==> config.mk <==
export PLATFORM = sky130hd
export DESIGN_NAME = goldschmidt_ctrl
export DESIGN_NICKNAME = d
export VERILOG_FILES = /design/src/rtl/goldschmidt_pkg.sv /design/src/rtl/goldschmidt_ctrl.sv
export SDC_FILE = /design/constraint.sdc
export NUM_CORES = 1
export LEC_CHECK = 0
export BUFFER_PORTS_ARGS = -buffer_cell sky130_fd_sc_hd__buf_2
export CAP_MARGIN = 20
export CORE_AREA = 5 5 42 44
export DETAILED_ROUTE_END_ITERATION = 10
export DIE_AREA = 0 0 47 49
export GPL_TIMING_DRIVEN = 1
export PLACE_DENSITY = 0.71
export SLEW_MARGIN = 15
export SYNTH_ARGS = -nofsm -noshare
export SYNTH_HDL_FRONTEND = slang
export SYNTH_SLANG_ARGS = --single-unit
export TNS_END_PERCENT = 1
==> constraint.sdc <==
create_clock -name clk -period 1.6 [get_ports clk]
set_input_delay 0.48 -clock clk [delete_from_list [all_inputs] [get_ports clk]]
set_output_delay 0.48 -clock clk [all_outputs]
set_load 0.01 [all_outputs]
==> src/rtl/goldschmidt_pkg.sv <==
// ============================================================================
// Module   : goldschmidt_pkg
// Purpose  : State encoding and datapath mux select codes shared by the
//            Goldschmidt controller and the datapath it drives.
// Revision : 1.0  initial release
// ============================================================================
`default_nettype none

package goldschmidt_pkg;

  typedef enum logic [2:0] {
    S_IDLE   = 3'd0,
    S_LOAD   = 3'd1,
    S_INIT_D = 3'd2,
    S_INIT_N = 3'd3,
    S_ITER_N = 3'd4,
    S_ITER_D = 3'd5,
    S_DONE   = 3'd6
  } state_e;

  // Operand mux codes: raw operands first, fed-back registers second.
  localparam logic [1:0] ND_SEL_D  = 2'd0;
  localparam logic [1:0] ND_SEL_N  = 2'd1;
  localparam logic [1:0] ND_SEL_FD = 2'd2;
  localparam logic [1:0] ND_SEL_FN = 2'd3;

  localparam logic K_SEL_IA = 1'b0;
  localparam logic K_SEL_FB = 1'b1;

endpackage

`default_nettype wire

==> src/rtl/goldschmidt_ctrl.sv <==
// ============================================================================
// Module   : goldschmidt_ctrl
// Purpose  : Sequencer for the Goldschmidt divider: one IA scaling pass,
//            ITERS refinement passes, then a done/ack handshake.
// Revision : 1.0  initial release
// ============================================================================
`default_nettype none

module goldschmidt_ctrl
  import goldschmidt_pkg::*;
#(
  parameter int ITERS = 3,
  parameter int CW    = 4
) (
  input  logic          clk,
  input  logic          reset,
  input  logic          start,
  input  logic          d_zero,
  input  logic          ack,
  output logic          ready,
  output logic          busy,
  output logic          done,
  output logic          div_err,
  output logic          ld_operands,
  output logic          k_select,
  output logic [1:0]    nd_select,
  output logic          n_enable,
  output logic          d_enable,
  output logic [CW-1:0] iter_count
);

  generate
    if (ITERS < 0 || ITERS > 15 || (2 ** CW) <= ITERS) begin : g_bad_params
      $error("goldschmidt_ctrl: ITERS must be 0..15 and fit in CW bits");
    end
  endgenerate

  localparam logic [CW-1:0] ITERS_C = CW'(ITERS);
  localparam logic [CW-1:0] LAST_C  = CW'(ITERS - 1);
  localparam logic [CW-1:0] ONE_C   = CW'(1);

  state_e        state_q, state_d;
  logic          div_err_q, div_err_d;
  logic [CW-1:0] iter_count_q, iter_count_d;

  always_ff @(posedge clk or negedge reset) begin
    if (!reset) begin
      state_q      <= S_IDLE;
      div_err_q    <= 1'b0;
      iter_count_q <= '0;
    end else begin
      state_q      <= state_d;
      div_err_q    <= div_err_d;
      iter_count_q <= iter_count_d;
    end
  end

  always_comb begin
    state_d      = state_q;
    div_err_d    = div_err_q;
    iter_count_d = iter_count_q;
    ready        = 1'b0;
    busy         = 1'b0;
    done         = 1'b0;
    ld_operands  = 1'b0;
    k_select     = K_SEL_IA;
    nd_select    = ND_SEL_D;
    n_enable     = 1'b0;
    d_enable     = 1'b0;

    unique case (state_q)
      S_IDLE: begin
        ready = 1'b1;
        if (start) begin
          state_d   = S_LOAD;
          div_err_d = 1'b0;
        end
      end
      S_LOAD: begin
        busy        = 1'b1;
        ld_operands = 1'b1;
        div_err_d   = d_zero;
        state_d     = d_zero ? S_DONE : S_INIT_D;
      end
      S_INIT_D: begin
        busy      = 1'b1;
        k_select  = K_SEL_IA;
        nd_select = ND_SEL_D;
        d_enable  = 1'b1;
        state_d   = S_INIT_N;
      end
      S_INIT_N: begin
        busy         = 1'b1;
        k_select     = K_SEL_IA;
        nd_select    = ND_SEL_N;
        n_enable     = 1'b1;
        iter_count_d = '0;
        state_d      = (ITERS > 0) ? S_ITER_N : S_DONE;
      end
      // N is refined before D so both passes see the same K = 2 - D.
      S_ITER_N: begin
        busy      = 1'b1;
        k_select  = K_SEL_FB;
        nd_select = ND_SEL_FN;
        n_enable  = 1'b1;
        state_d   = S_ITER_D;
      end
      S_ITER_D: begin
        busy      = 1'b1;
        k_select  = K_SEL_FB;
        nd_select = ND_SEL_FD;
        d_enable  = 1'b1;
        if (iter_count_q != ITERS_C) begin
          iter_count_d = iter_count_q + ONE_C;
        end
        state_d = (iter_count_q == LAST_C) ? S_DONE : S_ITER_N;
      end
      S_DONE: begin
        done = 1'b1;
        if (ack) begin
          state_d = S_IDLE;
        end
      end
      default: begin
        state_d = S_IDLE;
      end
    endcase
  end

  assign div_err    = div_err_q;
  assign iter_count = iter_count_q;

endmodule

`default_nettype wire
After elaboration in Yosys (flattened, before gate mapping)
Index checks and enable logic that the tools add are counted.
{ "word_totals": {"register_bits": 8, "latch_bits": 0, "mem_bits_rw": 0, "rom_bits": 0, "input_bits": 5, "output_inout_bits": 14, "elab_cells": 42, "memories": 0} }
{ "op_classes": {"n_addsub": 1, "multipliers": 0, "n_div": 0, "magnitude_cmp": 0, "eq_ne": 11, "shift": 0, "muxes": 17, "n_bitwise": 0, "reduce_logical": 10} }
{ "ops": {"columns": ["operator", "count"], "rows": [
  ["$pmux 3 s7", 1],
  ["$eq 3x3->1 const B", 3],
  ["$mux 3", 3],
  ["$mux 1", 8],
  ["$pmux 4 s2", 1],
  ["$eq 3x2->1 const B", 2],
  ["$ne 2x2->1 const B", 3],
  ["$pmux 2 s3", 1],
  ["$reduce_and 2->1", 3],
  ["$reduce_or 2->1", 3],
  ["$reduce_or 5->1", 1],
  ["$add 4x1->4 const B", 1],
  ["$eq 4x2->1 const B", 1],
  ["$mux 4", 1],
  ["$ne 4x2->1 const B", 1],
  ["$reduce_bool 2->1", 2],
  ["$eq 3x1->1 const B", 1],
  ["$logic_not 3->1", 1],
  ["$mux 2", 1],
  ["$pmux 1 s2", 1]
]} }

Depth between registers and ports, before layout
Gate-level depths: netlist (run 1).
{ "depth": {"ltp_word": 3, "depth_mapped": 5, "mapped_depth_nobuf": 5} }

Least setup slack after synthesis (run 1)
OpenSTA, ideal clock, no wires.
{ "synth_path": {"path_type": "register to output", "start": "register state_q[1]", "end": "output busy", "t_arrival_ns": 1.054, "t_required_ns": 1.120, "setup_slack_ns": 0.066, "stages_incl_launch_ff": 4, "n_path_buf": 1, "path_cell_list": "dfrtp_1 > buf_2 > nor3_1 > a21oi_1"} }
{ "synth_via": {"elab_chain_len": 3, "elab_cells_between_ends": 7, "cone_classes": "eq/ne: 5; mux: 1; reduce/logical: 1"} }
{ "synth_rtl": {"columns": ["item", "line_no", "text"], "rows": [
  ["start: declaration", "goldschmidt_ctrl.sv:42", "state_e state_q, state_d;"],
  ["start signal: assignment", "goldschmidt_ctrl.sv:52", "state_q <= state_d;"],
  ["$eq 3x3->1 (tied with other cells)", "goldschmidt_ctrl.sv:71", "unique case (state_q)"],
  ["$reduce_or 5->1 (no source line) *", null, null],
  ["$mux 1 *", "goldschmidt_ctrl.sv:71", null],
  ["end: declaration", "goldschmidt_ctrl.sv:21", "output logic busy,"]
]} }
Every way passes the cells marked *; elsewhere a longest branch is shown, timed or not.

Worst setup path after layout (run 1)
{ "layout_path": {"start": "register state_q[1]", "end": "output ld_operands"} }
{ "layout_via": {"elab_chain_len": 2} }
{ "layout_rtl": {"columns": ["item", "line_no", "text"], "rows": [
  ["$eq 3x1->1", "goldschmidt_ctrl.sv:71", null],
  ["$mux 1", "goldschmidt_ctrl.sv:71", null],
  ["end: declaration", "goldschmidt_ctrl.sv:24", "output logic ld_operands,"]
]} }
No other way between the ends.

==> impl_results.md, run 1 <==
- Area after DPL: 669 sq um
- Total Routing Usage GR: 14.5%
- Setup violators final: 6
- Setup WS post-layout: -0.0716 ns
- Worst Path Arrival: 1.19 ns
- Synth area leader: dfrtp_1
- CTS tree: built
- Root Buffer: clkbuf_4
- Slew Viols, Final: 0
- Max VDD drop: 1.20 mV
- Initial antenna violation count: 0
- Worst slew pin tran: 0.387 ns
- Most common cell in the netlist: o21ai_0
- # H-tree levels: 1
- # Max-Cap Violations: 0
- Rows: 14
- CP Capture Type: output port
- Synth async-reset ratio: 100%
- Crit share post-route: 104%
- CTS Buffer Depth: 2
- Fraction of layout instances using a drive strength above 1: 48.9%
- Vias in the first global route: 555
- First-pass GRT wire length: 2.47 mm
- Synth top cells by count: 9 x o21ai_0, 8 x dfrtp_1, 4 x nand2_1, 4 x nand3_1
- Number of buffers created by CTS: 3
- Static leakage: 0.381 nW
- Die W: 47 microns
- #FFs+latches synth: 8
- CP top delay family: flip-flops
- Die H: 49 microns
- Pwr dens: 2100 nW/um^2
- Fmax: 598 MHz
- Post-synthesis net count: 70
- Total core area: 1400 sq um
- Register area share after synthesis: 36.2%
- Placed cells: 98
- Final Hold Vio Count: 0
- Worst-path clk slew: 0.07 ns
- Critical Path Start Type: flip-flop
- Main synth FF type: dfrtp_1
- Mapped Cells: 63
- Cell Chain, Critical Path: buf_6 > nor3_4 > buf_2
- CP bufs+invs: 2
- Status: complete, but fails checks
- DR vias: 574
- Final worst path period need: 1.67 ns
- Largest net degree at the start of global routing: 11
- Synth Cell Area: 553 sq um
- CP required: 1.12 ns
- Starting Density: 39.5%
- Top cells by area, synth: dfrtp_1 36%, o21ai_0 8.1%, o2bb2ai_1 4.8%
- Area Overhead vs Synth: 43.9%
- Top Ports: 19
- Average wire per standard cell: 14.3 microns
- Failing checks: setup timing
- Routed Antenna Nets: 0
- Fin area: 796 sq um
- Cell variety after synth: 26
- Vias per cell: 5.42
- Ant. Diodes: 0
- Finished Layout Cells: 106
- HP Class: in -> async
- Placer Congestion: 0.757
- Residual DRC: 0
- RSZ-0062 raised after global routing: true
- Post-Place Setup Slack: 0.105 ns
- Number of I/O port buffers: 18
- Avg Cell Area, Syn: 8.78 sq um
- Crit-path slowest cell: dfrtp_2
- Setup_tns: -0.281 ns
- Crit Path Max Fanout: 6
- Share of the synthesized area in the top cell type: 36.2%
- Sinks on Clock Net: 8
- GRT overflow: 0
- Syn. warnings: 0
- Nets: 99
- Number of synthesized flops with an enable pin: 0
- Max-slew headroom: 74.2%
- Initial DRC count: 24
- Final Skew: 0.00972 ns
- Crit Path Category: reg -> out
- TritonRoute pass-1 iters: 4
- Hold Slack: 0.0522 ns
- Die area: 2300 sq um
- DRT Wirelength: 1.52 mm
- DPL Wire Length: 1.07 mm
- Slowest stage delay, CP: 0.48 ns
- Clock Latency Late Sink: 0.26 ns
through the flow:
step | total power (W) | util, %
4_1_cts | 0.00158 | 53.6
6_report | 0.00167 | 56.8
5_1_grt | 0.00182 | 56.8
2_1_floorplan | 0.000967 | -
3_3_place_gp | 0.00124 | 47.8
3_5_place_dp | 0.00127 | 47.8
layer usage:
| metal | up-vias | part of all wire (%) | global-route usage, % |
|---|---|---|---|
| met5 | - | 0 | 0 |
| met1 | 265 | 44 | 19.8 |
| met2 | 19 | 51 | 21.5 |
| li1 | 288 | - | - |
| met3 | 2 | 4.2 | 4.80 |
| met4 | 0 | 0.79 | 4.15 |
cell usage in the layout (no fill, tap or decap), types with 2 or more instances in the layout:
cell       instances
inv_2              2
nand2_1            4
or4_1              2
clkbuf_4           3
buf_4              7
o2bb2ai_1          2
ha_1               2
dfrtp_1            6
a21oi_1            2
nand3_1            4
dfrtp_2            2
nor3b_1            2
buf_2             17
o21ai_0            9
o211ai_1           3
buf_6              6
report_power, final:
group	internal [W]	switching [W]	leakage, nW
Clock	0.0000865	0.0000790	0.0138
Sequential	0.000281	0.000110	0.100
Combinational	0.000542	0.000575	0.266
worst reg2reg max path, stage by stage (launching register included):
cell	delay [ns]
dfrtp_2	0.48
buf_6	0.16
buf_4	0.13
buf_6	0.13
or4_4	0.52
nand3_1	0.09
layout make-up:
class                   instances  area (sq um)
repair buffers                 30           205
multi-input cells              46           334
clock buffers                   3          22.5
flip-flops and latches          8           203
inverters                       3          11.3
fillers                       135           606
well taps                      16          20.0
timing repair:
action,CTS,global route
pin swaps,2,5
endpoints found under the hold margin,0,0
setup buffers,4,1
gates resized for setup,11,8
hold buffers,0,0
endpoints found under the setup margin,8,11
path summary, 6_finish.rpt:
kind	slack, ns	endpoint	startpoint	cells after the start
setup / recovery	-0.07	ld_operands	state_q[1]	3
hold / removal	0.05	iter_count[0]	reset	1
setup reg to reg	0.03	iter_count[3]	state_q[1]	5
hold reg to reg	0.51	div_err	div_err	1
max in group asynchronous	1.35	state_q[2]	reset	1
min in group clk	0.47	div_err	d_zero	2
registers in the layout, summed over array words and instances, names as in the netlist:
signal,flops
state_q,3
div_err,1
iter_count,4
cells by family after synthesis:
logic type / count (synthesis) / synth area share [%]
adder cells (fa/ha/maj): 2 / 4.52
AO/OA/AOI/OAI: 21 / 24.4
AND/OR/NAND/NOR: 22 / 22.9
XOR/XNOR: 1 / 1.58
flip-flops: 8 / 36.2
buffers and inverters: 9 / 10.4
Note: power is estimated with default switching activity, not from simulation.
==> run 2: changes to the inputs <==
--- a/config.mk
+++ b/config.mk
@@ -7,11 +7,11 @@
 export LEC_CHECK = 0
 export BUFFER_PORTS_ARGS = -buffer_cell sky130_fd_sc_hd__buf_2
 export CAP_MARGIN = 20
-export CORE_AREA = 5 5 42 44
+export CORE_MARGIN = 5
+export CORE_UTILIZATION = 42
 export DETAILED_ROUTE_END_ITERATION = 10
-export DIE_AREA = 0 0 47 49
 export GPL_TIMING_DRIVEN = 1
-export PLACE_DENSITY = 0.71
+export PLACE_DENSITY = 0.74
 export SLEW_MARGIN = 15
 export SYNTH_ARGS = -nofsm -noshare
 export SYNTH_HDL_FRONTEND = slang
==> constraint.sdc (replaced) <==
create_clock -name clk -period 1.4 [get_ports clk]
set_input_delay 0.42 -clock clk [delete_from_list [all_inputs] [get_ports clk]]
set_output_delay 0.42 -clock clk [all_outputs]
set_load 0.01 [all_outputs]
==> run 2 against run 1 <==
The run still ends with setup timing left. Non-clock buffer count increased by 2. Cell area increased by 1.3%. Power increased by 17%. Count of clock-buffer cells in the layout unchanged. Register-to-register slack got worse by 0.03 ns. Flip-flop and latch count unchanged. Global-route usage decreased by 0.42 points.
==> impl_results.md, run 2 (synthesis results as in run 1) <==
- Status: complete, but fails checks
- Failing checks: setup timing
- Die H: 46.3 microns
- Die area: 2140 sq um
- GR Util met3: 2.34%
- Crit share post-route: 115%
- Commonest non-fill, non-tap cell in the layout: buf_2
- Vias in the first global route: 529
- Area after DPL: 703 sq um
- RSZ-0062 raised after global routing: true
- Most frequent cells in the layout: 18 x buf_2, 11 x buf_4, 9 x o21ai_0
- Average wire per standard cell: 14.1 microns
- R2R Setup Slk: 0 ns
- Fin area: 806 sq um
- CP required: 0.98 ns
- Finished Core Util: 63.5%
- Worst slew pin tran: 0.375 ns
- Critical Path Start Type: flip-flop
- Post-Place Setup Slack: -0.0566 ns
- Initial antenna violation count: 0
- Crit Path Category: reg -> out
- Routed Antenna Nets: 0
- GRT met1 Usage: 15.6%
- GR peak layer: met2
- CP Capture Type: output port
- Top Ports: 19
- Pwr dens: 2430 nW/um^2
- Sinks on Clock Net: 8
- CTS Buffer Depth: 2
- Clock Latency Late Sink: 0.25 ns
- Area Overhead vs Synth: 45.7%
- Total Routing Usage GR: 14.1%
- Hold Slack: 0.00171 ns
- Setup violators final: 9
- # H-tree levels: 1
- Final worst path period need: 1.61 ns
- CTS tree: built
- Number of buffers created by CTS: 3
- First-pass GRT wire length: 2.13 mm
- Max VDD drop: 1.54 mV
- Nets: 101
- Crit Path Max Fanout: 5
- DR vias: 606
- # Max-Cap Violations: 0
- Hold-fix buffers, CTS: 0
- Final Skew: 0.000532 ns
- Root Buffer: clkbuf_4
- Largest net degree at the start of global routing: 14
- Residual DRC: 0
- HP Class: in -> async
- Slew Viols, Final: 0
- Number of flip-flops in the largest register: 4
- Vias per cell: 5.66
- Total core area: 1270 sq um
- Die W: 46.3 microns
- Rows: 13
- Ant. Diodes: 0
- Worst Path Arrival: 1.19 ns
- Max-slew headroom: 74.9%
- DRT Wirelength: 1.51 mm
- M2 GR Usage: 24.7%
- Final Hold Vio Count: 0
- Number of I/O port buffers: 18
- Static leakage: 0.393 nW
- Fmax: 623 MHz
- GRT overflow: 0
- TritonRoute pass-1 iters: 4
- Placer Congestion: 0.812
- Worst-path clk slew: 0.06 ns
- DPL Wire Length: 1.06 mm
- Setup WS post-layout: -0.205 ns
- Initial DRC count: 17
- Starting Density: 43.6%
- Fraction of layout instances using a drive strength above 1: 51.1%
[run 2: area by class of cell]
cell class,instances,area [sq um]
Tap cell,15,18.8
Fill cell,98,463
Inverter,3,11.3
Clock buffer,3,22.5
Sequential cell,8,203
Multi-Input combinational cell,46,340
Timing Repair Buffer,32,210
[run 2: worst max-delay path, stage by stage, from the launching register on]
cell and delay, ns:
dfrtp_1 0.37, buf_4 0.16, nand2_1 0.11, o2bb2ai_2 0.15
buf_2 0.14
[run 2: worst paths after layout]
| check | start | end | cells after the start |
|---|---|---|---|
| worst max register to register | state_q[1] | iter_count[1] | 4 |
| min in group clk | d_zero | div_err | 2 |
| worst max-delay path | state_q[0] | nd_select[0] | 4 |
| worst min register to register | div_err | div_err | 1 |
| max in group asynchronous | reset | state_q[2] | 1 |
| worst min-delay path | reset | iter_count[1] | 1 |
[run 2: per-stage QoR]
stage	setup TNS, ns	cells	power (W)
after detailed placement	-0.108	101	0.00151
final	-1.48	107	0.00196
after global routing	-2.00	107	0.00208
after global placement	0	101	0.00150
after CTS	-1.29	105	0.00179
after floorplan	-0.186	63	0.00112
[run 2: metal layers]
layer / vias to the layer above / routed length (microns)
met5: - / 0
met2: 20 / 766
met3: 2 / 83
met1: 292 / 632
met4: 0 / 22
li1: 292 / -
[run 2: what timing repair did]
| item | 4_1_cts | 5_1_grt |
|---|---|---|
| pin swaps | 0 | 5 |
| buffers inserted | 1 | 2 |
| endpoints found under the hold margin | 0 | 0 |
| resized for setup | 8 | 10 |
| endpoints found under the setup margin | 9 | 14 |
[run 2: report_power, final]
group,internal (W),leakage [nW],switching (W)
combinational,0.000645,0.279,0.000688
sequential,0.000321,0.100,0.000120
clock,0.0000985,0.0138,0.0000837
total,0.00106,0.393,0.000892
==> run 3: changes to the inputs <==
--- a/config.mk
+++ b/config.mk
@@ -7,11 +7,11 @@
 export LEC_CHECK = 0
 export BUFFER_PORTS_ARGS = -buffer_cell sky130_fd_sc_hd__buf_2
 export CAP_MARGIN = 20
-export CORE_MARGIN = 5
-export CORE_UTILIZATION = 42
+export CORE_AREA = 5 5 42 44
 export DETAILED_ROUTE_END_ITERATION = 10
+export DIE_AREA = 0 0 47 49
 export GPL_TIMING_DRIVEN = 1
-export PLACE_DENSITY = 0.74
+export PLACE_DENSITY = 0.71
 export SLEW_MARGIN = 15
 export SYNTH_ARGS = -nofsm -noshare
 export SYNTH_HDL_FRONTEND = slang
==> constraint.sdc (replaced) <==
create_clock -name clk -period 1.7 [get_ports clk]
set_input_delay 0.51 -clock clk [delete_from_list [all_inputs] [get_ports clk]]
set_output_delay 0.51 -clock clk [all_outputs]
set_load 0.01 [all_outputs]
==> run 3 against run 2 <==
The flow still finishes with violations (setup timing). Via count fell by 6.4%. Hold slack improved by 0.075 ns. Sequential power fell by 16%. First-iteration DRC count fell by 71%. Count of clock-buffer cells in the layout did not move. Setup slack improved by 0.19 ns. Global-route usage fell by 0.062 points. Highest routed layer unchanged.
==> impl_results.md, run 3 (synthesis results as in run 1) <==
- Reg2Reg Depth: 5
- Fraction of layout instances using a drive strength above 1: 43.2%
- Clock Power Share: 10.2%
- Switching Fraction: 46.1%
- DR vias: 567
- Vias per cell: 5.45
- Register share of total power: 24.4%
- Crit Path Max Fanout: 7
- Max VDD drop: 1.01 mV
- CTS Buffer Depth: 2
- Nets: 97
- Sinks on Clock Net: 8
- Initial antenna violation count: 0
- Final worst path period need: 1.72 ns
- Total core area: 1400 sq um
- Commonest non-fill, non-tap cell in the layout: buf_2
- CP required: 1.19 ns
- Die area: 2300 sq um
- Largest net degree at the start of global routing: 12
- Setup violators final: 3
- FF-to-FF End: iter_count[3]
- Area after DPL: 647 sq um
- Status: complete, but fails checks
- Die H: 49 microns
- Number of flip-flops in the largest register: 4
- TritonRoute pass-1 iters: 4
- Crit share post-route: 101%
- Average wire per standard cell: 14.3 microns
- Number of I/O port buffers: 18
- Worst slew pin tran: 0.369 ns
- Hold-fix buffers, CTS: 0
- Critical Path Start Type: flip-flop
- Slew Viols, Final: 0
- Hold Slack: 0.0767 ns
- Placer Congestion: 0.789
- Fin area: 769 sq um
- Max-slew headroom: 75.3%
- DPL Wire Length: 983 microns
- Ant. Diodes: 0
- # Max-Cap Violations: 0
- Root Buffer: clkbuf_4
- Area Overhead vs Synth: 39.1%
- First-pass GRT wire length: 2.33 mm
- Total Routing Usage GR: 14.1%
- DRT Wirelength: 1.49 mm
- Residual DRC: 0
- Pwr dens: 1980 nW/um^2
- Static leakage: 0.372 nW
- Number of buffers created by CTS: 3
- Top Ports: 19
- Int Pwr: 0.000821 W
- Fmax: 583 MHz
- Initial DRC count: 5
- Worst r2r src: state_q[1]
- HP Class: in -> async
- Worst Path Arrival: 1.21 ns
- Multi-input logic area: 325 sq um
- Rows: 14
- Reg area: 203 sq um
- Clock Latency Late Sink: 0.26 ns
- RSZ-0062 raised after global routing: true
- Failing checks: setup timing
- Starting Density: 39.5%
- Die W: 47 microns
- Worst-path clk slew: 0.06 ns
- Final Hold Vio Count: 0
- Finished Core Util: 54.9%
- Logic pwr share: 65.4%
- # fillers: 128
- R2R Setup Slk: 0.09 ns
- Vias in the first global route: 544
- CP Capture Type: output port
- # H-tree levels: 1
- P_sw: 0.000701 W
- Final Skew: 0.00411 ns
- Setup WS post-layout: -0.0164 ns
- Routed Antenna Nets: 0
- Most frequent cells in the layout: 18 x buf_2, 9 x o21ai_0, 6 x dfrtp_1, 6 x buf_6
- Crit Path Category: reg -> out
- CTS tree: built
- GRT overflow: 0
==> run 3: cell type report <==
type	count	share of cell area, %
multi-input cells	46	42.3
flip-flops and latches	8	26.3
repair buffers	28	24.4
well taps	16	2.60
inverters	3	1.46
clock buffers	3	2.93
==> run 3: routing by layer <==
metal	track usage, %	vias to the layer above	routed length (microns)
met4	8.29	0	55
met5	0	-	0
met1	16.7	262	636
met3	3.69	5	65
met2	21.7	16	733
li1	-	284	-
==> run 3: timing repair <==
item / 4_1_cts / 5_1_grt
gates resized for setup: 9 / 8
setup buffers: 2 / 4
endpoints found under the setup margin: 8 / 6
pin swaps: 2 / 2
cloned: 0 / 0
==> run 3: stage by stage <==
| step | TNS (ns) | total power [W] | setup slack (ns) | instances |
|---|---|---|---|---|
| final | -0.0385 | 0.00152 | -0.0164 | 104 |
| after global routing | -0.452 | 0.00166 | -0.0920 | 104 |
| after CTS | -0.00656 | 0.00140 | -0.00587 | 100 |
| after detailed placement | 0 | 0.00113 | 0.158 | 95 |
| after global placement | 0 | 0.00111 | 0.181 | 95 |
| after floorplan | 0 | 0.000910 | 0.136 | 63 |
==> run 3: power by group through the flow <==
| stage | combinational (W) | sequential, W | clock, W |
|---|---|---|---|
| final | 0.000996 | 0.000371 | 0.000155 |
| after global routing | 0.00110 | 0.000384 | 0.000174 |
| after CTS | 0.000872 | 0.000373 | 0.000151 |
| after detailed placement | 0.000763 | 0.000365 | 0 |
| after global placement | 0.000753 | 0.000357 | 0 |
| after floorplan | 0.000582 | 0.000328 | 0 |
==> run 3: worst max-delay path, stage by stage, from the launching register on <==
cell,delay [ns]
dfrtp_2,0.48
buf_4,0.16
o22ai_1,0.15
buf_2,0.15
==> run 3: worst max path at each step <==
stage,startpoint,to,slack [ns],cells after the start
final,state_q[1],d_enable,-0.02,3
after global routing,state_q[2],nd_select[0],-0.09,4
after global placement,state_q[2],ld_operands,0.18,3
after CTS,state_q[2],ld_operands,-0.006,3
after floorplan,state_q[1],busy,0.14,3
after detailed placement,state_q[1],n_enable,0.16,3
